File: config.mk
export PLATFORM = sky130hd
export DESIGN_NAME = id_alu_decode
export DESIGN_NICKNAME = d
export VERILOG_FILES = /design/src/rtl/id_alu_decode.sv
export SDC_FILE = /design/constraint.sdc
export NUM_CORES = 1
export LEC_CHECK = 0
export CAP_MARGIN = 5
export CORE_ASPECT_RATIO = 1.1
export CORE_UTILIZATION = 55
export CTS_CLUSTER_DIAMETER = 200
export DETAILED_ROUTE_END_ITERATION = 8
export DONT_BUFFER_PORTS = 1
export PLACE_DENSITY = 0.79
export RECOVER_POWER = 25
export SLEW_MARGIN = 20
export SYNTH_ARGS = -nofsm -noshare
export SYNTH_HDL_FRONTEND = slang
export SYNTH_SLANG_ARGS = --single-unit
export TNS_END_PERCENT = 20
File: constraint.sdc
create_clock -name clk -period 4.2 [get_ports clk]
set_input_delay 0.42 -clock clk [delete_from_list [all_inputs] [get_ports clk]]
set_output_delay 0.42 -clock clk [all_outputs]
set_load 0.02 [all_outputs]
File: src/rtl/id_alu_decode.sv
// RV32I decode stage: registers the decoded ALU control word, immediates, register
// indices and control strobes for one instruction, with stall/flush handling.
module id_alu_decode #(
  parameter bit ILLEGAL_AS_NOP = 1'b1
) (
  input  logic        clk,
  input  logic        rst,
  input  logic        if_valid,
  input  logic [31:0] if_inst,
  input  logic [31:0] if_pc,
  input  logic        stall,
  input  logic        flush,
  output logic        id_valid,
  output logic [31:0] id_pc,
  output logic [4:0]  id_alu_ctrl,
  output logic        id_alu_src1_pc,
  output logic        id_alu_src2_imm,
  output logic [31:0] id_imm,
  output logic [4:0]  id_rs1,
  output logic [4:0]  id_rs2,
  output logic [4:0]  id_rd,
  output logic        id_reg_write,
  output logic        id_mem_read,
  output logic        id_mem_write,
  output logic [2:0]  id_funct3,
  output logic        id_is_branch,
  output logic        id_is_jal,
  output logic        id_is_jalr,
  output logic        id_illegal
);

  localparam logic [6:0] OPC_OP     = 7'b0110011;
  localparam logic [6:0] OPC_OP_IMM = 7'b0010011;
  localparam logic [6:0] OPC_LUI    = 7'b0110111;
  localparam logic [6:0] OPC_AUIPC  = 7'b0010111;
  localparam logic [6:0] OPC_JAL    = 7'b1101111;
  localparam logic [6:0] OPC_JALR   = 7'b1100111;
  localparam logic [6:0] OPC_BRANCH = 7'b1100011;
  localparam logic [6:0] OPC_LOAD   = 7'b0000011;
  localparam logic [6:0] OPC_STORE  = 7'b0100011;

  localparam logic [4:0] ALU_PASS = 5'd0,  ALU_ADD  = 5'd1,  ALU_SUB  = 5'd2,  ALU_SLT  = 5'd3;
  localparam logic [4:0] ALU_SLTU = 5'd4,  ALU_SLL  = 5'd5,  ALU_SRA  = 5'd6,  ALU_SRL  = 5'd7;
  localparam logic [4:0] ALU_AND  = 5'd8,  ALU_OR   = 5'd9,  ALU_XOR  = 5'd10, ALU_BEQ  = 5'd11;
  localparam logic [4:0] ALU_BNE  = 5'd12, ALU_BLT  = 5'd13, ALU_BLTU = 5'd14, ALU_BGE  = 5'd15;
  localparam logic [4:0] ALU_BGEU = 5'd16;

  localparam logic [6:0] F7_BASE = 7'b0000000;
  localparam logic [6:0] F7_ALT  = 7'b0100000;

  typedef struct packed {
    logic        valid;
    logic [31:0] pc;
    logic [4:0]  ctrl;
    logic        src1_pc;
    logic        src2_imm;
    logic [31:0] imm;
    logic [4:0]  rs1;
    logic [4:0]  rs2;
    logic [4:0]  rd;
    logic        reg_write;
    logic        mem_read;
    logic        mem_write;
    logic [2:0]  funct3;
    logic        is_branch;
    logic        is_jal;
    logic        is_jalr;
    logic        illegal;
  } id_word_t;

  logic [6:0]  opcode;
  logic [6:0]  funct7;
  logic [2:0]  funct3;
  logic [4:0]  rs1_f;
  logic [4:0]  rs2_f;
  logic [4:0]  rd_f;
  logic [31:0] imm_i;
  logic [31:0] imm_s;
  logic [31:0] imm_b;
  logic [31:0] imm_u;
  logic [31:0] imm_j;
  logic        writes_rd;
  id_word_t    dec;
  id_word_t    q;

  assign opcode = if_inst[6:0];
  assign funct7 = if_inst[31:25];
  assign funct3 = if_inst[14:12];
  assign rs1_f  = if_inst[19:15];
  assign rs2_f  = if_inst[24:20];
  assign rd_f   = if_inst[11:7];

  assign imm_i = {{20{if_inst[31]}}, if_inst[31:20]};
  assign imm_s = {{20{if_inst[31]}}, if_inst[31:25], if_inst[11:7]};
  assign imm_b = {{19{if_inst[31]}}, if_inst[31], if_inst[7], if_inst[30:25], if_inst[11:8], 1'b0};
  assign imm_u = {if_inst[31:12], 12'b0};
  assign imm_j = {{11{if_inst[31]}}, if_inst[31], if_inst[19:12], if_inst[20], if_inst[30:21], 1'b0};

  function automatic logic [4:0] alu_of_funct3(input logic [2:0] f);
    case (f)
      3'b000:  return ALU_ADD;
      3'b001:  return ALU_SLL;
      3'b010:  return ALU_SLT;
      3'b011:  return ALU_SLTU;
      3'b100:  return ALU_XOR;
      3'b101:  return ALU_SRL;
      3'b110:  return ALU_OR;
      default: return ALU_AND;
    endcase
  endfunction

  always_comb begin
    dec        = '0;
    writes_rd  = 1'b0;
    dec.valid  = 1'b1;
    dec.pc     = if_pc;
    dec.funct3 = funct3;
    case (opcode)
      OPC_OP: begin
        dec.rs1   = rs1_f;
        dec.rs2   = rs2_f;
        writes_rd = 1'b1;
        if (funct7 == F7_BASE)                          dec.ctrl = alu_of_funct3(funct3);
        else if (funct7 == F7_ALT && funct3 == 3'b000)  dec.ctrl = ALU_SUB;
        else if (funct7 == F7_ALT && funct3 == 3'b101)  dec.ctrl = ALU_SRA;
        else                                            dec.illegal = 1'b1;
      end
      OPC_OP_IMM: begin
        dec.rs1      = rs1_f;
        dec.src2_imm = 1'b1;
        writes_rd    = 1'b1;
        dec.ctrl     = alu_of_funct3(funct3);
        dec.imm      = imm_i;
        // Shift forms reuse the upper immediate bits as a funct7 qualifier.
        if (funct3 == 3'b001) begin
          dec.imm = {27'b0, rs2_f};
          if (funct7 != F7_BASE) dec.illegal = 1'b1;
        end else if (funct3 == 3'b101) begin
          dec.imm = {27'b0, rs2_f};
          if (funct7 == F7_BASE)     dec.ctrl    = ALU_SRL;
          else if (funct7 == F7_ALT) dec.ctrl    = ALU_SRA;
          else                       dec.illegal = 1'b1;
        end
      end
      OPC_LUI: begin
        dec.ctrl     = ALU_PASS;
        dec.src2_imm = 1'b1;
        dec.imm      = imm_u;
        writes_rd    = 1'b1;
      end
      OPC_AUIPC: begin
        dec.ctrl     = ALU_ADD;
        dec.src1_pc  = 1'b1;
        dec.src2_imm = 1'b1;
        dec.imm      = imm_u;
        writes_rd    = 1'b1;
      end
      OPC_JAL: begin
        dec.ctrl     = ALU_ADD;
        dec.src1_pc  = 1'b1;
        dec.src2_imm = 1'b1;
        dec.imm      = imm_j;
        dec.is_jal   = 1'b1;
        writes_rd    = 1'b1;
      end
      OPC_JALR: begin
        dec.ctrl     = ALU_ADD;
        dec.rs1      = rs1_f;
        dec.src2_imm = 1'b1;
        dec.imm      = imm_i;
        dec.is_jalr  = 1'b1;
        writes_rd    = 1'b1;
        if (funct3 != 3'b000) dec.illegal = 1'b1;
      end
      OPC_BRANCH: begin
        dec.rs1       = rs1_f;
        dec.rs2       = rs2_f;
        dec.imm       = imm_b;
        dec.is_branch = 1'b1;
        case (funct3)
          3'b000:  dec.ctrl    = ALU_BEQ;
          3'b001:  dec.ctrl    = ALU_BNE;
          3'b100:  dec.ctrl    = ALU_BLT;
          3'b110:  dec.ctrl    = ALU_BLTU;
          3'b101:  dec.ctrl    = ALU_BGE;
          3'b111:  dec.ctrl    = ALU_BGEU;
          default: dec.illegal = 1'b1;
        endcase
      end
      OPC_LOAD: begin
        dec.ctrl     = ALU_ADD;
        dec.rs1      = rs1_f;
        dec.src2_imm = 1'b1;
        dec.imm      = imm_i;
        dec.mem_read = 1'b1;
        writes_rd    = 1'b1;
        if (funct3 == 3'b011 || funct3 == 3'b110 || funct3 == 3'b111) dec.illegal = 1'b1;
      end
      OPC_STORE: begin
        dec.ctrl      = ALU_ADD;
        dec.rs1       = rs1_f;
        dec.rs2       = rs2_f;
        dec.src2_imm  = 1'b1;
        dec.imm       = imm_s;
        dec.mem_write = 1'b1;
        if (funct3[2] || funct3 == 3'b011) dec.illegal = 1'b1;
      end
      default: dec.illegal = 1'b1;
    endcase

    // An illegal word keeps only its identity (pc, funct3) plus the illegal flag.
    if (dec.illegal) begin
      dec         = '0;
      dec.valid   = 1'b1;
      dec.pc      = if_pc;
      dec.funct3  = funct3;
      dec.illegal = 1'b1;
      if (!ILLEGAL_AS_NOP) begin
        dec.rd        = rd_f;
        dec.reg_write = |rd_f;
      end
    end else if (writes_rd) begin
      dec.rd        = rd_f;
      dec.reg_write = |rd_f;
    end
  end

  always_ff @(posedge clk) begin
    if (rst || flush) begin
      q <= '0;
    end else if (!stall) begin
      q <= if_valid ? dec : '0;
    end
  end

  assign id_valid        = q.valid;
  assign id_pc           = q.pc;
  assign id_alu_ctrl     = q.ctrl;
  assign id_alu_src1_pc  = q.src1_pc;
  assign id_alu_src2_imm = q.src2_imm;
  assign id_imm          = q.imm;
  assign id_rs1          = q.rs1;
  assign id_rs2          = q.rs2;
  assign id_rd           = q.rd;
  assign id_reg_write    = q.reg_write;
  assign id_mem_read     = q.mem_read;
  assign id_mem_write    = q.mem_write;
  assign id_funct3       = q.funct3;
  assign id_is_branch    = q.is_branch;
  assign id_is_jal       = q.is_jal;
  assign id_is_jalr      = q.is_jalr;
  assign id_illegal      = q.illegal;

endmodule

# == Yosys cells after proc, flatten, opt, wreduce, memory -nomap -nowiden ==
# Index checks and enable logic that the tools add are counted.
# classes
n_reduce_logical,21
n_eq_ne,17
muxes,41
# op_table
operator,n
$pmux W32 S6,1
$mux W97,1
$mux W32,2
$mux W49,1
$mux W5,7
$pmux W5 S6,1
$eq A7 B6 Y1 const B,4
$pmux W4 S7,1
$eq A7 B7 Y1 const B,3
$mux W1,20
$pmux W5 S4,1
$eq A7 B5 Y1 const B,2
$reduce_or A7 Y1,2
$eq A3 B3 Y1 const B,4
$mux W6,2
$reduce_or A6 Y1,2
$reduce_or A5 Y1,2
$mux W9,1
$eq A7 B2 Y1 const B,1
$logic_not A7 Y1,1
$pmux W1 S7,1
$reduce_bool A7 Y1,1
$eq A3 B2 Y1 const B,2
$reduce_or A2 Y1,3
other kinds (8),13
# totals
inputBits,69
regBits,97

# == Depth between registers and ports, before layout ==
# Gate-level depths: netlist (run 1).
# depth
ltp_word,9
ltp_mapped,9
mapped_depth_nobuf,6

# == Worst setup path before layout (run 1) ==
# Ideal clock, no wire load.
# synth_timing
path_type,input -> register
startpoint,input if_inst[6]
endpoint,"register q, in the netlist id_rd[3]"
setup_ns,0.117
setup_slack_ns,2.106
path_buffers,2
required_ns,4.083
arrival_ns,1.976
stages,8
path_cell_list,buf_2 nor2_1 a31oi_1 o41a_1 o211ai_4 nor2_4 buf_4 a32o_1
# synth_via
elab_chain_cells,6
# synth_lines
element,line,text
from (decl),9,"input logic [31:0] if_inst,"
"$eq A7 B2 Y1, or another cell as far along",118,case (opcode)
$reduce_or A7 Y1 (no source line),--,
$mux W1,118,
$mux W6,222,end else if (writes_rd) begin
$mux W6 *,212,if (dec.illegal) begin
$mux W97 *,232,q <= if_valid ? dec : '0;
to (signal assigned),232,
to (decl),84,id_word_t q;
# Mark *: on every way between the ends. The rest lies on a longest branch, timed or not.
# A chain may end at the register's enable or synchronous reset.

# == Worst setup path after layout (run 1) ==
# layout_timing
startpoint,input if_inst[25]
endpoint,"register q, in the netlist id_rd[4]"
# layout_via
elab_chain_cells,8
# layout_lines
element,line
$eq A7 B6 Y1,"124, 125, 141"
$mux W1 / $logic_and A1 B1 Y1 (equally long branches),"141, 125"
$mux W1 (on tied branches),"140, 125"
$mux W1 (on tied branches),"138, 124"
$mux W1 (on tied branches),"135, 123"
$pmux W1 S7 *,118
$mux W6 *,212
$mux W97 *,232
# Marked as above.

==> run summary, run 1 <==
The final reports fail on design-rule violations, max-capacitance violations, max-slew violations. The iteration-0 DRC count of the detailed router is 318, and the highest ir drop seen on vdd is 0.191 mV. For the number of maximum-capacitance violations, the log shows 1. The fraction of registers with async set/reset works out to 0. Derived from the worst setup path, the maximum achievable clock frequency is 463 MHz. The horizontal die dimension was 84.6 um; the count of standard-cell rows was 32. The analysis attributes to cell leakage a power of 1.54 nW. The effective utilization at floorplan is 0.579, and the maximum fanout along the worst path is 26.

For this design the ratio of total power to cell area is 380 mW/mm^2. Total of cells resized after clock tree synthesis: 0. The worst register-to-register path begins at id_alu_ctrl[0]. The share of post-route cells with drive strength above 1 is 0.0664, and the count of synthesis-stage warnings from yosys is 0. The cell count of the worst reg-to-reg path is 4, and the count of different cell masters after synthesis is 51. Summed over all layers, the routed wires come to 10100 um.

The share of synthesized area occupied by flip-flops and latches was 0.470. 0 antenna diodes ended up in the layout. The share of the clock period used by the worst path after layout was 0.514; the instance count of the mapped netlist was 444. For the pre-CTS setup slack, the log shows 1700 ps. The worst register-to-register path ends at id_alu_ctrl[0].

The count of final setup violators is 0, and the global-route wire length before repair is 16000 um. At the end of routability-driven placement, the weighted congestion stood at 0.912. The post-layout net count was 486. The tools report the worst hold endpoint as id_rs1[3].

The hold-critical path depth came out at 1. The most used flip-flop cell after synthesis is sky130_fd_sc_hd__dfxtp_1. Entering global routing, the biggest net connects 61 pins. For the worst path arrival time, the log shows 2460 ps. The worst setup path is captured at a flop. The count of buffers added on input and output ports is 0. The number of iterations in the first detailed-routing pass is 9.

The run gives 0 as the final count of hold timing violations. Leaving out fill and tap cells, the most frequent cell in the layout is sky130_fd_sc_hd__dfxtp_1. The tools report the launch point of the worst hold path as if_inst[18]. The final route contains 3396 vias. The number of nets handed over by synthesis was 513. The run gives 0 as the final global-route overflow total. In the routed layout, each cell is associated on average with a via count of 6.70.

The clock-pin slew on the worst setup and hold paths came out at 90 ps. The critical path is of the input port to flop type. The worst clock skew on the final layout was 0 ps.

The minimum period implied by the final worst setup slack is 2160 ps, and the slack of the worst reg-to-reg path is 2900 ps. The HPWL after detailed placement is 7130 um. Counting every sink on the clock net gives 97. The path class of the tightest hold or removal check is input port to flop. For the number of hold buffers added after cts, the log shows 0. The synthesized design contains 0 enable-type register cells.

Averaged over all synthesized cells, the footprint is 9.30 um^2. The run finished, with violations left. The tools report the number of routed nets with antenna violations as 0. The worst setup path is launched from an input port. The critical path data required time is 4500 ps, and the post-route worst setup slack is 2040 ps. The initial antenna violation count is 0. In the layout the commonest cells are sky130_fd_sc_hd__dfxtp_1 (97), sky130_fd_sc_hd__nor2_1 (54), sky130_fd_sc_hd__a22o_1 (43), sky130_fd_sc_hd__a22oi_1 (36), sky130_fd_sc_hd__nand2_1 (25).

Post-CTS timing repair inserted 0 buffers for setup. TritonCTS built the clock tree. In this run, synthesis produced a sequential element count of 97. The H-tree depth was 3. Setup repair after global routing left no endpoint under its margin. The remaining design rule violation count was 10; the final-report max-slew violation count was 38. The library cell used as clock root buffer was sky130_fd_sc_hd__clkbuf_8. After detailed routing, the average wire length per cell comes to 20.0 um.

The slew of the pin with the lowest slew margin came out at 1770 ps. Placeable core region: 0.00713 mm^2. Via count of the first global-routing pass: 3296.

The run gives 360 ps as the clock insertion delay at the later pin of the skew report. The all-layer global routing usage came out at 0.260. Pin placement for this block handled 166 I/O pins. Adding up every negative setup slack in the final design gives 0 ps. The run gives 0.00413 mm^2 as the cell area after technology mapping. The worst-case clock buffer depth is 2. The layout overhead on the synthesized area is 3.73%. For the clock buffer count from CTS, the log shows 9. The tightest slew margin relative to the limit was -0.181; the die area was 0.00786 mm^2. From bottom edge to top edge, the die measures 92.9 um.
==> state kept, by name, indices dropped and copies added, names as in the netlist <==
signal and cells:
id_is_jal 1, id_valid 1, id_is_branch 1, id_illegal 1
id_mem_write 1, id_rd 5, id_alu_src1_pc 1, id_rs1 5
id_mem_read 1, id_funct3 3, id_imm 32, id_rs2 5
id_pc 32, id_is_jalr 1, id_reg_write 1, id_alu_ctrl 5
id_alu_src2_imm 1
==> power by group <==
part	total [mW]	switching (mW)	internal, mW
logic	0.0882	0.0543	0.0339
registers	0.940	0.0141	0.926
clock network	0.600	0.320	0.280
total	1.63	0.389	1.24
==> synth_stat cells, types with 3 or more instances <==
cell type / count / area, um^2
sky130_fd_sc_hd__dfxtp_1: 97 / 1940
sky130_fd_sc_hd__nor2_1: 54 / 203
sky130_fd_sc_hd__a22o_1: 43 / 377
sky130_fd_sc_hd__a22oi_1: 36 / 270
sky130_fd_sc_hd__clkbuf_1: 27 / 101
sky130_fd_sc_hd__nand2_1: 25 / 93.8
sky130_fd_sc_hd__a21oi_1: 22 / 110
sky130_fd_sc_hd__a21o_1: 15 / 113
sky130_fd_sc_hd__a32o_1: 11 / 110
sky130_fd_sc_hd__o31ai_1: 10 / 75.1
sky130_fd_sc_hd__o21ai_0: 9 / 45.0
sky130_fd_sc_hd__buf_2: 8 / 40.0
sky130_fd_sc_hd__nor2b_1: 8 / 50.1
sky130_fd_sc_hd__nand3_1: 7 / 35.0
sky130_fd_sc_hd__nor3_1: 7 / 35.0
sky130_fd_sc_hd__nand2b_1: 6 / 37.5
sky130_fd_sc_hd__and3_1: 4 / 25.0
sky130_fd_sc_hd__nor4_1: 4 / 25.0
sky130_fd_sc_hd__a31oi_1: 3 / 18.8
sky130_fd_sc_hd__buf_1: 3 / 11.3
sky130_fd_sc_hd__inv_1: 3 / 11.3
sky130_fd_sc_hd__nand3b_1: 3 / 22.5
sky130_fd_sc_hd__o21ai_1: 3 / 15.0
sky130_fd_sc_hd__o22ai_1: 3 / 18.8
==> routing by layer <==
layer | GRT usage | up-vias | share of wire
met5 | 0 | - | 0
met4 | 0.100 | 0 | 0.019
met3 | 0.112 | 18 | 0.11
met2 | 0.438 | 208 | 0.49
met1 | 0.288 | 1564 | 0.39
li1 | - | 1606 | -
==> cells by family (layout without fill, tap and decap cells) <==
family,after synthesis,after routing,share of synthesized area
AO/OA/AOI/OAI,170,170,0.318
multiplexers,1,1,0.00273
buffers and inverters,43,21,0.0442
flip-flops,97,97,0.470
XOR/XNOR,1,1,0.00212
AND/OR/NAND/NOR,132,132,0.162
==> worst max-delay path: stages <==
cell and delay (ps):
sky130_fd_sc_hd__nor4_2 520, sky130_fd_sc_hd__a31oi_1 160, sky130_fd_sc_hd__o22ai_1 280, sky130_fd_sc_hd__o211ai_4 280, sky130_fd_sc_hd__nor2_4 550, sky130_fd_sc_hd__a32o_1 250
==> worst max-delay path by stage <==
stage                start              end  cells past startpoint
2_1_floorplan   if_inst[6]         id_rd[3]                      8
3_3_place_gp   if_inst[25]  id_alu_src2_imm                      6
3_5_place_dp   if_inst[25]         id_rd[4]                      6
4_1_cts        if_inst[25]         id_rd[4]                      6
5_1_grt        if_inst[25]         id_rd[3]                      6
6_report       if_inst[25]         id_rd[4]                      6
==> metrics by stage <==
stage | instance area [um^2] | power (mW) | utilization | cells | hold slack, ps
detailed placement | 4080 | 1.05 | 0.573 | 491 | 549
finish | 4280 | 1.63 | 0.601 | 507 | 172
floorplan | 4130 | 1.05 | - | 444 | 525
CTS | 4280 | 1.64 | 0.600 | 507 | 160
global route | 4280 | 1.69 | 0.601 | 507 | 160
global placement | 4080 | 1.05 | 0.573 | 491 | 544
==> area by class of cell <==
cell class              count  area, um^2
clock inverters             5        62.6
fillers                   629        2840
repair buffers              2        15.0
flip-flops and latches     97        1940
clock buffers              11         131
inverters                   3        11.3
well taps                  85         106
multi-input cells         304        2010
Power figures use the tool's default switching activity.
==> run 2, diff against run 1 <==
--- a/config.mk
+++ b/config.mk
@@ -11,7 +11,7 @@
 export CTS_CLUSTER_DIAMETER = 200
 export DETAILED_ROUTE_END_ITERATION = 8
 export DONT_BUFFER_PORTS = 1
-export PLACE_DENSITY = 0.79
+export PLACE_DENSITY = 0.82
 export RECOVER_POWER = 25
 export SLEW_MARGIN = 20
 export SYNTH_ARGS = -nofsm -noshare
==> constraint.sdc (replaced) <==
create_clock -name clk -period 1.9 [get_ports clk]
set_input_delay 0.19 -clock clk [delete_from_list [all_inputs] [get_ports clk]]
set_output_delay 0.19 -clock clk [all_outputs]
set_load 0.02 [all_outputs]
==> run summary, run 2 (synthesis results as in run 1) <==
The logs give 3815 (+16%) for the via count of the first global-routing pass and 0.353 (-0.016) for the fraction of power consumed by the clock network. The total cell area at the placement stage was 0.00424 mm^2 (+3.7%). Setup repair after global routing left no endpoint under its margin.

The hold-critical path depth works out to 2 (+1). The run gives 0.922 (+1.0%) as the global placer's final weighted congestion. The buffers inserted during post-CTS setup optimization is 0 (unchanged). The most numerous cell type found on the critical path is sky130_fd_sc_hd__buf_4. The die height was 92.9 um (unchanged). The clock-pin slew on the worst setup and hold paths was 90 ps (about the same); the slew of the pin with the lowest slew margin was 936 ps (-835 ps). The power density relative to cell area is 737 mW/mm^2 (+94%). Final count of hold timing violations: 0 (unchanged). STA classifies the critical path startpoint as an input port. The final wirelength is 12000 um (+19%), and the minimum period implied by the final worst setup slack is 1560 ps. CTS placed an instance of sky130_fd_sc_hd__clkbuf_8 at the clock tree root. The top cell types in the final layout, fill and taps aside, are sky130_fd_sc_hd__dfxtp_1 (97), sky130_fd_sc_hd__dlygate4sd3_1 (64), sky130_fd_sc_hd__nor2_1 (54), sky130_fd_sc_hd__a22o_1 (43), sky130_fd_sc_hd__a22oi_1 (36). The slack of the worst reg-to-reg path was 500 ps (-2400 ps); the highest ir drop seen on vdd was 0.425 mV (+120%). STA classifies the critical path endpoint as a flop. The count of standard-cell rows is 32 (unchanged).

The path with the worst hold slack has its endpoint at id_pc[8]. The startpoint of the lowest-slack register-to-register path is id_pc[30]. TritonCTS built the clock tree. For the die area, the log shows 0.00786 mm^2 (unchanged). The post-detailed-route wirelength per cell works out to 20.5 um (+2.4%). The HPWL reported at the end of detailed placement is 7540 um (+5.8%), and the pre-CTS setup slack is -27.9 ps (-1720 ps). Based on the critical path, the design can be clocked at up to 640 MHz.

The switching fraction of total power was 0.241 (+0.00201). The endpoint identified for the worst register-to-register timing path is id_pc[30]. For the post-route worst setup slack, the log shows 339 ps (-1700 ps). The clock insertion delay at the later pin of the skew report came out at 360 ps (about the same). The tools report the H-tree depth as 3 (unchanged). The post-layout utilization of the core came out at 0.711 (+0.110). The number of hold buffers added after cts was 64 (+64). The iteration-0 DRC count of the detailed router is 398 (+25%), and the horizontal die dimension is 84.6 um (unchanged). The final global-route overflow total is 0 (unchanged).

Share of post-route cells with drive strength above 1: 0.0896 (+0.0233). Start-to-end type of the worst setup path: input port to flop. The tools report the number of iterations in the first detailed-routing pass as 9 (unchanged). For the tightest slew margin relative to the limit, the log shows 0.374 (+0.555).

The post-layout net count was 567 (+17%). The run gives 0 (-1) as the number of maximum-capacitance violations. The net switching component of the power was 899 uW (+130%); the final-report max-slew violation count was 0 (-100%). The number of buffers added on ports was 0 (unchanged).

Antenna diode instance count: 0 (unchanged). The all-layer global routing usage was 0.308 (+0.0485); the critical path data required time was 2130 ps (-2370 ps). The remaining design rule violation count was 11 (+1); the layout overhead on the synthesized area was 22.7%.

The area of all placed cells without fillers came out at 0.00507 mm^2 (+18%). For the count of final setup violators, the log shows 0 (unchanged). The placeable core region came out at 0.00713 mm^2 (unchanged). The library cell used most frequently in the layout, excluding fill and tap cells, is sky130_fd_sc_hd__dfxtp_1. The run gives 166 (unchanged) as the boundary pin count. The worst-case clock buffer depth is 2 (unchanged), and the maximum fanout along the worst path is 8 (-69%). Maximum number of pins on one net before global-route repair: 53 (-13%). The slowest stage of the critical path belongs to the cell sky130_fd_sc_hd__a2111oi_0.

The tools report the sink count of the clock tree as 97 (unchanged). The cell count of the worst reg-to-reg path is 3 (-1). The final reports fail on design-rule violations. The launch point of the worst hold path is if_pc[8].

The type of the most critical hold path is input port to flop. The cell-internal power came out at 2.84 mW (+130%). Effective utilization at floorplan: 0.579 (unchanged). Number of routed nets with antenna violations: 0 (unchanged). Traced cell by cell, the critical path runs through nor4_2, buf_4, a31oi_1, o22ai_1, o211ai_4, buf_4, a2111oi_0. The initial antenna violation count is 0 (unchanged), and the average vias per placed instance is 6.58 (-1.8%).

Total number of vias: 3860 (+14%). For the clock buffer count from CTS, the log shows 9 (unchanged). The sequential share of power is 0.557 (-0.020), and the proportion of power drawn by combinational gates is 0.090 (+0.036).

Share of the clock period used by the worst path after layout: 0.822. The run gives 0 (unchanged) as the total of cells resized after clock tree synthesis. The flow ran to the end, but the final reports show violations. The tools report the worst path arrival time as 1800 ps (-660 ps).

For the global-route wire length before repair, the log shows 19100 um (+19%). The leakage power is 1.88 nW (+22%), and the delay of the slowest cell on the worst path is 380 ps (-170 ps). For the worst clock skew on the final layout, the log shows 0 ps (unchanged).
run 2: layout make-up:
type,instances,area (um^2)
Clock buffer,10,128
Inverter,3,11.3
Timing Repair Buffer,83,808
Clock inverter,5,63.8
Tap cell,85,106
Multi-Input combinational cell,304,2010
Fill cell,513,2060
Sequential cell,97,1940
run 2: how the worst max path moves through the flow:
stage	startpoint	endpoint	slack, ps	cells past startpoint
after global placement	if_inst[25]	id_alu_ctrl[2]	40	7
final	if_inst[25]	id_alu_ctrl[0]	340	7
after floorplan	if_inst[6]	id_rd[3]	40	8
after detailed placement	if_inst[25]	id_alu_ctrl[0]	-30	7
after CTS	if_inst[25]	id_alu_ctrl[0]	300	7
after global routing	if_inst[25]	id_alu_ctrl[0]	200	6
run 2: power by group through the flow:
stage | Clock (mW) | Sequential, mW | Combinational (mW)
floorplan | 0 | 2.12 | 0.206
global placement | 0 | 2.13 | 0.203
detailed placement | 0 | 2.13 | 0.210
CTS | 1.33 | 2.08 | 0.323
global route | 1.43 | 2.08 | 0.361
finish | 1.32 | 2.08 | 0.336
run 2: through the flow:
stage	power [mW]	hold WS [ps]	instances	setup TNS, ps
floorplan	2.33	316	444	0
global placement	2.33	317	508	0
detailed placement	2.34	319	508	-27.9
CTS	3.74	3.77	587	0
global route	3.87	16.3	587	0
finish	3.73	13.2	587	0
run 2: per-layer routing:
metal  share of wire  global-route usage  vias to the layer above
li1                -                   -                     1777
met1            0.38               0.359                     1811
met2            0.49               0.514                      240
met5               0                   0                        -
met3           0.099              0.0918                       32
met4           0.028               0.154                        0
run 2: worst max-delay path, delay by kind of cell:
family | cells | cell delay [ps]
compound gates | 4 | 920
buf+inv | 2 | 390
simple gates | 1 | 310
